==> src/rtl/csi2tx_ecc_hdr_gen_if.sv <==
`default_nettype none
// ============================================================================
//  Module   : csi2tx_ecc_hdr_gen_if
//  Purpose  : Header-beat stream bundle for the CSI-2 TX packet-header ECC
//             generator. It carries the input beat handshake and the output
//             beat handshake.
//  Ports    : hdr_valid/hdr_ready/hdr_data  - input beats, 26 bits per channel
//             out_valid/out_ready/out_hdr   - output beats, 32 bits per channel
//  Modports : master - producer/consumer side (packet builder, lane dist.)
//             slave  - the ECC generator
//  Revision : 1.0 - initial release
// ============================================================================
interface csi2tx_ecc_hdr_gen_if #(
   parameter int NUM_CH = 1
) ();
   logic                   hdr_valid;
   logic                   hdr_ready;
   logic [26*NUM_CH-1:0]   hdr_data;
   logic                   out_valid;
   logic                   out_ready;
   logic [32*NUM_CH-1:0]   out_hdr;

   modport master (
      output hdr_valid, hdr_data, out_ready,
      input  hdr_ready, out_valid, out_hdr
   );

   modport slave (
      input  hdr_valid, hdr_data, out_ready,
      output hdr_ready, out_valid, out_hdr
   );
endinterface
`default_nettype wire

==> src/rtl/csi2tx_ecc_hdr_gen.sv <==
`default_nettype none
// ============================================================================
//  Module   : csi2tx_ecc_hdr_gen
//  Purpose  : CSI-2 TX packet-header ECC generator. It computes the 6-bit
//             Hamming ECC for NUM_CH headers per beat and optionally covers
//             the VCX bits. It assembles 32-bit headers and holds them in a
//             2-entry skid buffer with valid/ready flow control.
//  Ports    : txbyteclkhs      - byte clock
//             txbyteclkhs_rst  - synchronous active-high reset
//             tinit_start      - link init done; low flushes and idles
//             ecc_en           - 0 forces the ECC field to zero
//             err_inj_en/pos   - test-only bit flip on channel 0 data
//             hdr_if           - input and output beat streams (slave)
//             out_hdr_cnt      - running count of emitted headers
//  Revision : 1.0 - initial release
// ============================================================================
module csi2tx_ecc_hdr_gen #(
   parameter int NUM_CH = 1,
   parameter int VCX_EN = 0
) (
   input  wire logic                txbyteclkhs,
   input  wire logic                txbyteclkhs_rst,
   input  wire logic                tinit_start,
   input  wire logic                ecc_en,
   input  wire logic                err_inj_en,
   input  wire logic [4:0]          err_inj_pos,
   csi2tx_ecc_hdr_gen_if.slave      hdr_if,
   output      logic [15:0]         out_hdr_cnt
);

   // Syndrome columns packed as {D25, D24, D23, ..., D0}.
   localparam logic [26*6-1:0] c_COLS = {
      6'h0B, 6'h07, 6'h3B, 6'h37, 6'h2F, 6'h1F, 6'h38, 6'h34, 6'h32,
      6'h31, 6'h2C, 6'h2A, 6'h29, 6'h26, 6'h25, 6'h23, 6'h1C, 6'h1A,
      6'h19, 6'h16, 6'h15, 6'h13, 6'h0E, 6'h0D, 6'h0B, 6'h07};
   localparam int          c_NBITS   = (VCX_EN != 0) ? 26 : 24;
   localparam logic [15:0] c_CNT_INC = 16'(NUM_CH);
   localparam int          c_W       = 32 * NUM_CH;

   typedef enum logic [1:0] {
      S_EMPTY = 2'd0,
      S_ONE   = 2'd1,
      S_FULL  = 2'd2
   } state_t;

   state_t           r_state;
   state_t           w_state_nxt;
   logic [c_W-1:0]   r_mem0;        // head entry, drives out_hdr
   logic [c_W-1:0]   r_mem1;
   logic [c_W-1:0]   w_mem0_nxt;
   logic [c_W-1:0]   w_mem1_nxt;
   logic [c_W-1:0]   w_hdr;
   logic [23:0]      w_inj_mask;
   logic [15:0]      r_hdr_cnt;
   logic             w_push;
   logic             w_pop;

   function automatic logic [5:0] f_ecc(input logic [25:0] d);
      logic [5:0] e;
      e = 6'h00;
      for (int i = 0; i < c_NBITS; i++) begin
         if (d[i]) e = e ^ c_COLS[6*i +: 6];
      end
      return e;
   endfunction

   // Positions 24..31 select no flip.
   assign w_inj_mask = (err_inj_en && (err_inj_pos < 5'd24)) ? (24'd1 << err_inj_pos) : 24'd0;

   for (genvar k = 0; k < NUM_CH; k++) begin : g_ch
      logic [25:0] w_raw;
      logic [5:0]  w_ecc;
      logic [1:0]  w_vcx;
      logic [23:0] w_flip;

      assign w_raw = hdr_if.hdr_data[26*k +: 26];
      // ECC is taken over the clean data; the injected flip comes after it.
      assign w_ecc = ecc_en ? f_ecc(w_raw) : 6'h00;
      assign w_vcx = (VCX_EN != 0) ? w_raw[25:24] : 2'b00;

      if (k == 0) begin : g_inj
         assign w_flip = w_inj_mask;
      end else begin : g_noinj
         assign w_flip = 24'd0;
      end

      assign w_hdr[32*k +: 32] = {w_vcx, w_ecc, w_raw[23:0] ^ w_flip};
   end

   assign hdr_if.hdr_ready = tinit_start & (r_state != S_FULL);
   assign hdr_if.out_valid = (r_state != S_EMPTY);
   assign hdr_if.out_hdr   = r_mem0;
   assign out_hdr_cnt      = r_hdr_cnt;

   assign w_push = hdr_if.hdr_valid & hdr_if.hdr_ready;
   // A flush cycle discards the head and does not count it as emitted.
   assign w_pop  = hdr_if.out_valid & hdr_if.out_ready & tinit_start;

   always_comb begin
      w_state_nxt = r_state;
      w_mem0_nxt  = r_mem0;
      w_mem1_nxt  = r_mem1;
      if (!tinit_start) begin
         w_state_nxt = S_EMPTY;
         w_mem0_nxt  = '0;
         w_mem1_nxt  = '0;
      end else begin
         case (r_state)
            S_EMPTY: begin
               if (w_push) begin
                  w_mem0_nxt  = w_hdr;
                  w_state_nxt = S_ONE;
               end
            end
            S_ONE: begin
               if (w_push && w_pop) begin
                  w_mem0_nxt = w_hdr;
               end else if (w_push) begin
                  w_mem1_nxt  = w_hdr;
                  w_state_nxt = S_FULL;
               end else if (w_pop) begin
                  w_state_nxt = S_EMPTY;
               end
            end
            S_FULL: begin
               if (w_pop) begin
                  w_mem0_nxt  = r_mem1;
                  w_state_nxt = S_ONE;
               end
            end
            default: w_state_nxt = S_EMPTY;
         endcase
      end
   end

   always_ff @(posedge txbyteclkhs) begin
      if (txbyteclkhs_rst) begin
         r_state   <= S_EMPTY;
         r_mem0    <= '0;
         r_mem1    <= '0;
         r_hdr_cnt <= 16'd0;
      end else begin
         r_state <= w_state_nxt;
         r_mem0  <= w_mem0_nxt;
         r_mem1  <= w_mem1_nxt;
         if (w_pop) r_hdr_cnt <= r_hdr_cnt + c_CNT_INC;
      end
   end

endmodule
`default_nettype wire

==> src/flat_wrapper.sv <==
// flat-port wrapper written by rule: the top's interface ports become plain ports
module csi2tx_ecc_hdr_gen_flat 
#(
   parameter int NUM_CH = 1,
   parameter int VCX_EN = 0
)
  (txbyteclkhs, txbyteclkhs_rst, tinit_start, ecc_en, err_inj_en, err_inj_pos, out_hdr_cnt, hdr_if_hdr_valid, hdr_if_hdr_data, hdr_if_out_ready, hdr_if_hdr_ready, hdr_if_out_valid, hdr_if_out_hdr);
  csi2tx_ecc_hdr_gen_if #(.NUM_CH(NUM_CH)) hdr_if_i ();
  input  wire logic txbyteclkhs;
  input  wire logic txbyteclkhs_rst;
  input  wire logic tinit_start;
  input  wire logic ecc_en;
  input  wire logic err_inj_en;
  input  wire logic [4:0] err_inj_pos;
  output      logic [15:0] out_hdr_cnt;
  input wire logic [$bits(hdr_if_i.hdr_valid)-1:0] hdr_if_hdr_valid;
  input wire logic [$bits(hdr_if_i.hdr_data)-1:0] hdr_if_hdr_data;
  input wire logic [$bits(hdr_if_i.out_ready)-1:0] hdr_if_out_ready;
  output wire logic [$bits(hdr_if_i.hdr_ready)-1:0] hdr_if_hdr_ready;
  output wire logic [$bits(hdr_if_i.out_valid)-1:0] hdr_if_out_valid;
  output wire logic [$bits(hdr_if_i.out_hdr)-1:0] hdr_if_out_hdr;
  assign hdr_if_i.hdr_valid = hdr_if_hdr_valid;
  assign hdr_if_i.hdr_data = hdr_if_hdr_data;
  assign hdr_if_i.out_ready = hdr_if_out_ready;
  assign hdr_if_hdr_ready = hdr_if_i.hdr_ready;
  assign hdr_if_out_valid = hdr_if_i.out_valid;
  assign hdr_if_out_hdr = hdr_if_i.out_hdr;
  csi2tx_ecc_hdr_gen #(.NUM_CH(NUM_CH), .VCX_EN(VCX_EN)) u_core (.txbyteclkhs(txbyteclkhs), .txbyteclkhs_rst(txbyteclkhs_rst), .tinit_start(tinit_start), .ecc_en(ecc_en), .err_inj_en(err_inj_en), .err_inj_pos(err_inj_pos), .hdr_if(hdr_if_i), .out_hdr_cnt(out_hdr_cnt));
endmodule
==> config.mk <==
export PLATFORM = sky130hd
export DESIGN_NAME = csi2tx_ecc_hdr_gen_flat
export DESIGN_NICKNAME = d
export VERILOG_FILES = /design/src/rtl/csi2tx_ecc_hdr_gen_if.sv /design/src/rtl/csi2tx_ecc_hdr_gen.sv /design/src/flat_wrapper.sv
export SDC_FILE = /design/constraint.sdc
export NUM_CORES = 1
export LEC_CHECK = 0
export CORE_MARGIN = 2
export CORE_UTILIZATION = 46
export DETAILED_ROUTE_END_ITERATION = 10
export PLACE_DENSITY = 0.86
export SETUP_SLACK_MARGIN = 0.4
export SLEW_MARGIN = 10
export SYNTH_ARGS = -nofsm -noshare
export SYNTH_HDL_FRONTEND = slang
export SYNTH_SLANG_ARGS = --single-unit
==> constraint.sdc <==
create_clock -name txbyteclkhs -period 1.8 [get_ports txbyteclkhs]
set_clock_uncertainty 0.2 [all_clocks]
set_input_delay 0.18 -clock txbyteclkhs [delete_from_list [all_inputs] [get_ports txbyteclkhs]]
set_output_delay 0.18 -clock txbyteclkhs [all_outputs]
set_load 0.03 [all_outputs]
==> results.py <==
metrics = {
    "pwr": {
        "p_leak_nw": 2.64,
        "ir_worst_vdd_v": 0.000430,
        "power.switching_mw": 1.39,
        "p_int_mw": 3.03,
        "pwr-share-seq": 0.396,
        "swShare": 0.315,
        "pwr-share-comb": 0.287,
        "p_per_area_nw_per_um2": 677,
        "p_clk_frac": 0.317,
    },
    "global_route": {
        "track_usage": 0.299,
        "grt_pass1_vias": 4423,
        "grt_pass1_wl_um": 22900,
        "antenna_found_initial": 0,
        "grt-ovfl-total": 0,
        "grt_max_degree": 30,
    },
    "place": {
        "gp_congestion": 0.935,
        "port_buffers": 83,
        "placedInstanceArea_um2": 5490,
        "dp.cells": 698,
        "hpwlAfterDp_um": 7970,
    },
    "synth": {
        "syn_area_um2": 4090,
        "ys_ff_latch": 78,
        "ys_async_sr_fraction": 0,
        "synth_seq_area_share": 0.382,
        "synthTopCellsByArea": "dfxtp_1 38%, xnor2_1 7.7%, nand2_1 7.4%, xor2_1 7.3%, nor2_1 4.9%",
        "yosysWarnings": 0,
        "synth_edf_count": 0,
        "synth_top_area_frac": 0.382,
        "avgSynthCellArea_um2": 8.49,
        "synth_cells": 482,
        "synth-main-ff-cell": "dfxtp_1",
        "yosysTopAreaCell": "dfxtp_1",
        "ys_types": 44,
    },
    "final_layout": {
        "post_route_cells_drive_above_1_share": 0.453,
        "final_cell_area_um2": 6530,
        "final_cell_mix": "75 x nand2_1, 65 x buf_4, 63 x dfxtp_1",
        "utilization": 0.753,
        "antenna_cells": 0,
        "layout_commonest_cell": "nand2_1",
        "syn2layout_area_growth_pct": 59.6,
        "final_cells": 753,
        "nNetsFinal": 679,
        "fillers": 533,
    },
    "timing": {
        "fin_crit_sh": 0.988,
        "slew_violations": 0,
        "fmax_ghz": 0.562,
        "finalHoldViolCount": 0,
        "rsz0062_at_grt": "true",
        "tns_ps": 0,
        "layout_min_cycle_time_ps": 1780,
        "hold_ws_ps": 83.1,
        "finalSetupViolations": 0,
    },
    "clock_tree": {
        "cts_tree": "yes",
        "clock-sinks": 78,
        "cts_root_buf": "clkbuf_8",
        "clk_latency_ps": 370,
        "cts.htree.levels": 3,
        "cts_made_buffers": 9,
        "hold_buffers": 0,
        "cts.clk_slew.worst_paths_ps": 90,
        "ctsLongestPathBuffers": 2,
    },
    "route": {
        "drt_wl_total_um": 16300,
        "route.vias.total": 4500,
        "drtIter0Drc": 374,
        "ant_nets": 0,
        "detail_route.wl_per_cell_um": 21.7,
        "avgViaCountPerCell": 5.98,
        "drc": 0,
        "dr.pass1.iters": 7,
    },
    "floorplanning": {
        "die_w_um": 98.3,
        "die_h_um": 98.3,
        "io-pin-count": 88,
        "dieArea_um2": 9670,
        "core_area_um2": 8680,
        "start_util": 0.472,
        "fp-row-count": 34,
    },
    "worst_setup_path": {
        "crit_path_start_kind": "input pin",
        "crit_type": "input pin to register",
        "worstPathRequired_ps": 1890,
        "arrival_ps": 1870,
        "crit_fanout": 3,
        "ff2ff_setup_slack_ps": 40,
        "worstSetupEndpointType": "register",
    },
    "worst_hold_path": {
        "hp-class": "input pin to register",
    },
    "status": {
        "status": "completed",
    },
    "run": {
        "drv_cap": 0,
    },
}
-- cell type report --
class                      count  area (µm²)  share of cell area
multi-input combinational    369        2910               0.445
timing repair buffer         178        1660               0.254
sequential                    78        1610               0.246
tap                          108         135              0.0207
clock buffer                   9         124              0.0190
clock inverter                 7        81.3              0.0124
inverter                       4        15.0             0.00230
-- through the flow --
step	power [mW]	setup slack (ps)
6_report	4.42	21.5
5_1_grt	4.53	-4.54
2_1_floorplan	2.35	206
4_1_cts	4.24	202
3_5_place_dp	2.70	-449
3_3_place_gp	2.68	-410
-- per-layer routing --
layer	part of all wire	wire length, µm	global-route usage	up-vias
met3	0.066	1070	0.0422	102
met1	0.37	6100	0.345	2174
met2	0.49	8040	0.536	276
met5	0	0	0	-
met4	0.069	1120	0.153	0
li1	-	-	-	1948
-- critical path: stages --
cell and delay (ps):
clkdlybuf4s15_1 280, xnor2_2 220, xnor2_2 290, xnor3_1 440
nor2b_2 200, nand2_2 90, a21oi_2 170
-- final timing paths --
check / from / end / cells past startpoint
max reg2reg: u_core.r_state[0]$_SDFFE_PP0P_ / u_core.r_mem1[1]$_SDFFE_PP0P_ / 7
min: hdr_if_hdr_data[15] / u_core.r_mem1[15]$_SDFFE_PP0P_ / 4
min reg2reg: u_core.hdr_if.out_hdr[12]$_SDFFE_PP0P_ / u_core.hdr_if.out_hdr[12]$_SDFFE_PP0P_ / 2
max: hdr_if_hdr_data[6] / u_core.r_mem1[26]$_SDFFE_PP0P_ / 7
-- power groups by stage --
stage	clock network (mW)	registers (mW)	logic, mW
floorplan	0	1.82	0.525
global placement	0	1.79	0.895
detailed placement	0	1.79	0.909
CTS	1.39	1.75	1.11
global route	1.46	1.75	1.31
finish	1.40	1.75	1.27
-- cell usage after synthesis (2+ instances only) --
master	count
nor2_1	53
and2_1	4
xnor3_1	8
buf_2	2
nor2b_1	6
buf_6	3
a21oi_2	2
buf_4	4
and3_1	3
nand2b_1	4
and4bb_2	3
nor3_1	3
inv_1	3
o211ai_1	24
nand2_1	81
a211oi_1	24
o21ai_1	3
mux2i_1	2
xnor2_1	36
o21ai_0	6
nand4b_1	2
nand3_1	15
a21oi_1	38
clkbuf_1	20
xor2_1	34
nand4_1	4
dfxtp_1	78
-- cell families after synthesis --
| group | synth area share |
|---|---|
| AOI/OAI and AO/OA | 0.157 |
| other | 0.000916 |
| xor gates and xnor gates | 0.202 |
| and+or+nand+nor | 0.202 |
| DFF | 0.382 |
| buffers and inverters | 0.0492 |
| muxes | 0.00489 |
| adders and majority gates | 0.00306 |
-- flip-flops by register name (all words and copies together), names as in the netlist --
register and cells:
u_core.hdr_if.out_hdr 30, u_core.r_mem1 30, u_core.r_state 2, u_core.out_hdr_cnt 16
-- repair_timing --
action                                 4_1_cts  5_1_grt
gates cloned                                 6        1
pin swaps                                   53       20
endpoints found under the hold margin        0        0
gates resized for setup                    335      112
setup buffers                               28        4
setup endpoints to repair                  121      103
(Power assumes the default switching activity.)
